$ cat config.mk
export PLATFORM = sky130hd
export DESIGN_NAME = input_parser_flat
export DESIGN_NICKNAME = d
export VERILOG_FILES = /design/src/rtl/morse_pkg.sv /design/src/rtl/input_parser_if.sv /design/src/rtl/sync_chain.sv /design/src/rtl/input_parser.sv /design/src/flat_wrapper.sv
export SDC_FILE = /design/constraint.sdc
export NUM_CORES = 1
export LEC_CHECK = 0
export BUFFER_PORTS_ARGS = -buffer_cell sky130_fd_sc_hd__buf_2
export CAP_MARGIN = 5
export CORE_AREA = 2 2 39 41
export CTS_CLUSTER_DIAMETER = 200
export CTS_CLUSTER_SIZE = 20
export DETAILED_ROUTE_END_ITERATION = 6
export DIE_AREA = 0 0 41 43
export PLACE_DENSITY = 0.3
export SETUP_SLACK_MARGIN = 0.02
export SLEW_MARGIN = 20
export SYNTH_ARGS = -nofsm -noshare
export SYNTH_HDL_FRONTEND = slang
export SYNTH_SLANG_ARGS = --single-unit
$ cat constraint.sdc
create_clock -name Clock -period 2.24 [get_ports Clock]
set_input_delay 0.112 -clock Clock [delete_from_list [all_inputs] [get_ports Clock]]
set_output_delay 0.112 -clock Clock [all_outputs]
set_load 0.005 [all_outputs]
$ cat src/rtl/morse_pkg.sv
// Shared types for the Morse front end and decoder.
// Holds the key-state encoding and the decoder FSM state constants.
package morse_pkg;

  typedef enum logic [1:0] {
    IDLE,
    DOT,
    DASH,
    BOTH
  } input_state_t;

  typedef enum logic [2:0] {
    DEC_IDLE,
    DEC_MARK,
    DEC_GAP,
    DEC_LETTER,
    DEC_WORD
  } decoder_state_t;

  localparam int unsigned SYNC_STAGES_DEFAULT = 2;

endpackage

$ cat src/rtl/input_parser_if.sv
// Key-level inputs and the symbol-start strobe between the key front end and its user.
interface input_parser_if;
  logic dot;
  logic dash;
  logic out;

  modport master (output dot, output dash, input out);
  modport slave  (input dot, input dash, output out);
endinterface

$ cat src/rtl/sync_chain.sv
// DEPTH-flop synchronizer for one asynchronous level, cleared by synchronous reset.
module sync_chain #(
  parameter int unsigned DEPTH = 2
) (
  input  logic Clock,
  input  logic Reset,
  input  logic d,
  output logic q
);

  logic [DEPTH-1:0] stage;

  always_ff @(posedge Clock) begin
    if (Reset) begin
      stage <= '0;
    end else begin
      stage[0] <= d;
      for (int i = 1; i < int'(DEPTH); i++) begin
        stage[i] <= stage[i-1];
      end
    end
  end

  assign q = stage[DEPTH-1];

endmodule

$ cat src/rtl/input_parser.sv
// Synchronizes dot/dash keys, tracks the held key and strobes once per new valid symbol.
// Chords lock out until both keys are released.
module input_parser
  import morse_pkg::*;
#(
  parameter int unsigned SYNC_STAGES = SYNC_STAGES_DEFAULT
) (
  input  logic Clock,
  input  logic Reset,
  input_parser_if.slave bus
);

  logic         dot_s, dash_s;
  input_state_t ps, ns;
  logic         out_q, out_d;

  sync_chain #(.DEPTH(SYNC_STAGES)) u_sync_dot (
    .Clock (Clock),
    .Reset (Reset),
    .d     (bus.dot),
    .q     (dot_s)
  );

  sync_chain #(.DEPTH(SYNC_STAGES)) u_sync_dash (
    .Clock (Clock),
    .Reset (Reset),
    .d     (bus.dash),
    .q     (dash_s)
  );

  always_comb begin
    ns = IDLE;
    unique case (ps)
      IDLE, DOT, DASH: begin
        unique case ({dot_s, dash_s})
          2'b10:   ns = DOT;
          2'b01:   ns = DASH;
          2'b11:   ns = BOTH;
          default: ns = IDLE;
        endcase
      end
      BOTH:    ns = (dot_s | dash_s) ? BOTH : IDLE;
      default: ns = IDLE;
    endcase
    out_d = ((ns == DOT) || (ns == DASH)) && (ns != ps);
  end

  always_ff @(posedge Clock) begin
    if (Reset) begin
      ps    <= IDLE;
      out_q <= 1'b0;
    end else begin
      ps    <= ns;
      out_q <= out_d;
    end
  end

  assign bus.out = out_q;

endmodule

$ cat src/flat_wrapper.sv
// flat-port wrapper written by rule: the top's interface ports become plain ports
module input_parser_flat import morse_pkg::*;
#(
  parameter int unsigned SYNC_STAGES = SYNC_STAGES_DEFAULT
)
  (Clock, Reset, bus_dot, bus_dash, bus_out);
  input_parser_if bus_i ();
  input  logic Clock;
  input  logic Reset;
  input wire logic [$bits(bus_i.dot)-1:0] bus_dot;
  input wire logic [$bits(bus_i.dash)-1:0] bus_dash;
  output wire logic [$bits(bus_i.out)-1:0] bus_out;
  assign bus_i.dot = bus_dot;
  assign bus_i.dash = bus_dash;
  assign bus_out = bus_i.out;
  input_parser #(.SYNC_STAGES(SYNC_STAGES)) u_core (.Clock(Clock), .Reset(Reset), .bus(bus_i));
endmodule
== Yosys cells after proc, flatten, opt, wreduce, memory -nomap -nowiden ==
Index checks and enable logic that the tools add are counted.
Cells by class
  equality and inequality tests: 9
  multiplexer cells: 3
  bitwise operators: 1
  reductions and logical operators: 4
Operator list (number)
  $eq A2 B2 Y1 const B: 5
  $eq A2 B1 Y1 const B: 3
  $pmux W2 S3: 1
  $pmux W2 S2: 1
  $reduce_or A3 Y1: 1
  $logic_not A2 Y1: 1
  $mux W2: 1
  $ne A2 B2 Y1: 1
  $logic_and A1 B1 Y1: 1
  $logic_or A1 B1 Y1: 1
  $or A1 B1 Y1: 1
Word-level totals
  register bits: 7
  output and inout bits: 1

== Depth between registers and ports, before layout ==
  depth after elaboration: 6
  depth in mapped cells: 2
  gate-level depth less buffers: 2

== By module ==
Synthesis repeated with hierarchy kept, for this count alone.
Second synthesis, totals
  cell total of the unflattened synthesis: 18
  area total of the unflattened synthesis: 207.7 µm²
By module, submodules not included
  sync_chain: times used 2, cells an instance 4, area an instance 52.6 µm², seq. area each 40.0 µm²
  input_parser: times used 1, cells an instance 10, area an instance 102.6 µm², seq. area each 60.1 µm²

== Worst setup path after synthesis ==
Ideal clock, no wire load.
  kind: register to register
  from: reg u_core.u_sync_dot.stage[1]
  to: reg u_core.out_q, in the netlist u_core.bus.out
  library setup time: 0.070 ns
  arrival: 0.782 ns
  data required time: 2.170 ns
  path slack: 1.388 ns
  stages on the path, launching flop included: 3
  buffers on the path: 0
  period minus slack after synthesis: 0.852 ns
  cell sequence: dfxtp_1 > or3b_1 > a21oi_1
Between the ends
  longest elaborated chain between the ends: 6
  elaborated cells on any way between the ends: 12
  those cells by class: 6 x eq/ne; 3 x mux; 1 x bitwise; 2 x reduce/logical
Ends and longest elaborated chain
  from (decl): RTL line sync_chain.sv:11  | logic [DEPTH-1:0] stage;
  from (signal, indexed assignment): RTL line sync_chain.sv:19  | stage[i] <= stage[i-1];
  $eq A2 B2 Y1 (tied with other cells): RTL line input_parser.sv:35  | unique case ({dot_s, dash_s})
  $pmux W2 S3 or $mux W2 (tied branches): RTL line input_parser.sv:35, input_parser.sv:42
  $pmux W2 S2 *: RTL line input_parser.sv:33  | unique case (ps)
  $eq A2 B1 Y1 or $eq A2 B2 Y1 (tied branches): RTL line input_parser.sv:45  | out_d = ((ns == DOT) || (ns == DASH)) && (ns != ps);
  $logic_or A1 B1 Y1: RTL line input_parser.sv:45
  $logic_and A1 B1 Y1 *: RTL line input_parser.sv:45
  to (signal assigned): RTL line input_parser.sv:54  | out_q <= out_d;
  to (decl): RTL line input_parser.sv:15  | logic out_q, out_d;
Mark *: on every way between the ends. The rest lies on a longest branch, timed or not.
A chain may end at the register's enable or synchronous reset.

== Final worst setup path ==
Ends and elaborated chain as after synthesis.

==> summary.txt <==
Run status
  – Status: finished, final reports clean

Detailed routing
  – Antenna-violating nets left: 0
  – DRC Markers: 0
  – Initial drt markers: 2
  – Top Metal Used: met3
  – Wl on met1: 119 µm
  – Via/cell ratio: 3.74
  – DR WL/cell: 7.67 µm
  – DRT Pass-1 Iters: 4
  – Total Wirelength: 322 µm
  – Via count: 157
  – Routed wl met3: 22 µm
  – Metal2 WL: 180 µm

Timing
  – Final Cycle Share: 0.404
  – Setup WS post-layout: 1.34 ns
  – Worst Tran Pin Value: 0.127 ns
  – Final max-slew violation count: 0
  – Final Hold Viols: 0
  – Slew margin rel.: 0.915
  – Unrepaired setup endpoints after global routing: false
  – Setup tns final: 0 ns
  – Hold slack final: 0.0724 ns
  – Setup violators final: 0
  – Clock skew: 0.00485 ns
  – Max Freq: 1110 MHz
  – Final min period: 0.904 ns

Power and ir drop
  – Leak: 0.000110 µW
  – Pwr dens: 929 nW/µm²
  – Peak VDD IR: 278 µV

Synth
  – Synth cell types: 6
  – Yosys reg bits: 7
  – Cells after Synth: 18
  – Syn nets: 22
  – Seq/Total Area, Yosys: 0.675
  – Avg Cell Area, Syn: 11.5 µm²
  – Synth warn: 0
  – Syn Std Cell Area: 208 µm²

Cells and area
  – Area growth from synthesis to layout: 31.9%
  – Layout cells sized above 1: 0.269
  – ANT cells: 0
  – # nets final: 31
  – Fillers: 164
  – Final Non-Filler Cells: 42

Clocking
  – Setup Fix Bufs, Post-CTS: 0
  – Clock latency on the worst-skew pair: 0.25 ns
  – Post-CTS Resized: 0
  – CTS tree: yes
  – CTS buffer count: 3
  – CTS Sinks: 7
  – Clock Tree Root: clkbuf_4
  – H-tree depth: 1
  – Max clock buf depth: 2
  – Clock-pin slew on the worst setup and hold paths: 0.05 ns
  – CTS Hold Bufs: 0

Global routing
  – GR Overflow Total: 0
  – First-pass GRT wire length: 503 µm
  – Initial antenna violation count: 0
  – Largest net degree at the start of global routing: 8
  – Total track usage: 0.0492
  – Vias in the first global route: 150

Setup path
  – Worst Setup Start Kind: flip-flop
  – CP startpoint: u_core.u_sync_dot.stage[1]
  – Crit end category: flip-flop
  – CP max FO: 4
  – RR Startpoint: u_core.u_sync_dot.stage[1]
  – Critical path arrival: 1.09 ns
  – CP Data Required Time: 2.42 ns
  – Critical path class: reg -> reg

Die
  – Initial Utilization: 0.150
  – Num ports: 5
  – Row cnt: 14
  – Die area: 1760 µm²
  – Die H: 43 µm
  – Die X: 41 µm
  – Placeable Area: 1380 µm²

Min path
  – Hold/Removal Path Class: in -> reg
  – Worst min-delay path startpoint: bus_dash

Placed design
  – RD Place Congestion: 0.624
  – Dpl cells: 38
  – Final HPWL DP: 244 µm
  – # port buffers: 4
  – Post-place setup slack: 1.32 ns

Run
  – Max Cap Viol: 0
[layout make-up]
type / count / area (µm²) / share of cell area
clock buffer: 4 / 26.3 / 0.0959
multi-input combinational: 11 / 67.6 / 0.247
sequential: 7 / 140 / 0.511
tap: 16 / 20.0 / 0.0731
timing repair buffer: 4 / 20.0 / 0.0731
[sequential cells by signal, summed over array words and instances (netlist names)]
name,flops
u_core.bus.out,1
u_core.ps,2
u_core.u_sync_dot.stage,2
u_core.u_sync_dash.stage,2
[routing by layer]
| layer | vias to the layer above | global-route usage |
|---|---|---|
| met5 | - | 0 |
| met4 | 0 | 0.0800 |
| met3 | 0 | 0.0157 |
| met2 | 5 | 0.0656 |
| met1 | 76 | 0.0418 |
| li1 | 76 | - |
[worst max-delay path: stages, from the launching register on]
cell	delay, ns
dfxtp_1	0.36
or3b_1	0.35
a21oi_1	0.14
[cells by family after synthesis]
logic type         Yosys count  share of synthesized area
and+or+nand+nor              8                      0.241
DFF                          7                      0.675
AOI/OAI and AO/OA            3                     0.0843
[report_power, final]
group	total (µW)	switching, µW	internal, µW
Combinational	9.75	3.93	5.82
Clock	113	44.6	67.9
Sequential	132	2.46	130
[layout by cell type, fill, tap and decap left out]
master	count
nor2_1	2
a21oi_1	1
buf_2	4
or3b_1	2
clkbuf_1	1
clkbuf_4	3
dfxtp_1	7
nor2b_1	4
a31oi_1	2
[final timing paths]
path | slack, ns | endpoint | depth (start not counted)
max | 1.34 | u_core.bus.out | 2
min | 0.07 | u_core.u_sync_dash.stage[0] | 2
max reg2reg | 1.34 | u_core.bus.out | 2
min reg2reg | 0.43 | u_core.u_sync_dot.stage[1] | 1
[stage by stage]
stage	utilization	cell area [µm²]	total power, µW
CTS	0.198	274	261
floorplan	-	208	139
global route	0.198	274	269
finish	0.198	274	255
global placement	0.179	248	145
detailed placement	0.179	248	145
[cells in the mapped netlist]
| master | number | share of area |
|---|---|---|
| a21oi_1 | 1 | 0.024 |
| a31oi_1 | 2 | 0.060 |
| dfxtp_1 | 7 | 0.67 |
| nor2_1 | 2 | 0.036 |
| nor2b_1 | 4 | 0.12 |
| or3b_1 | 2 | 0.084 |
(Power assumes the default switching activity.)
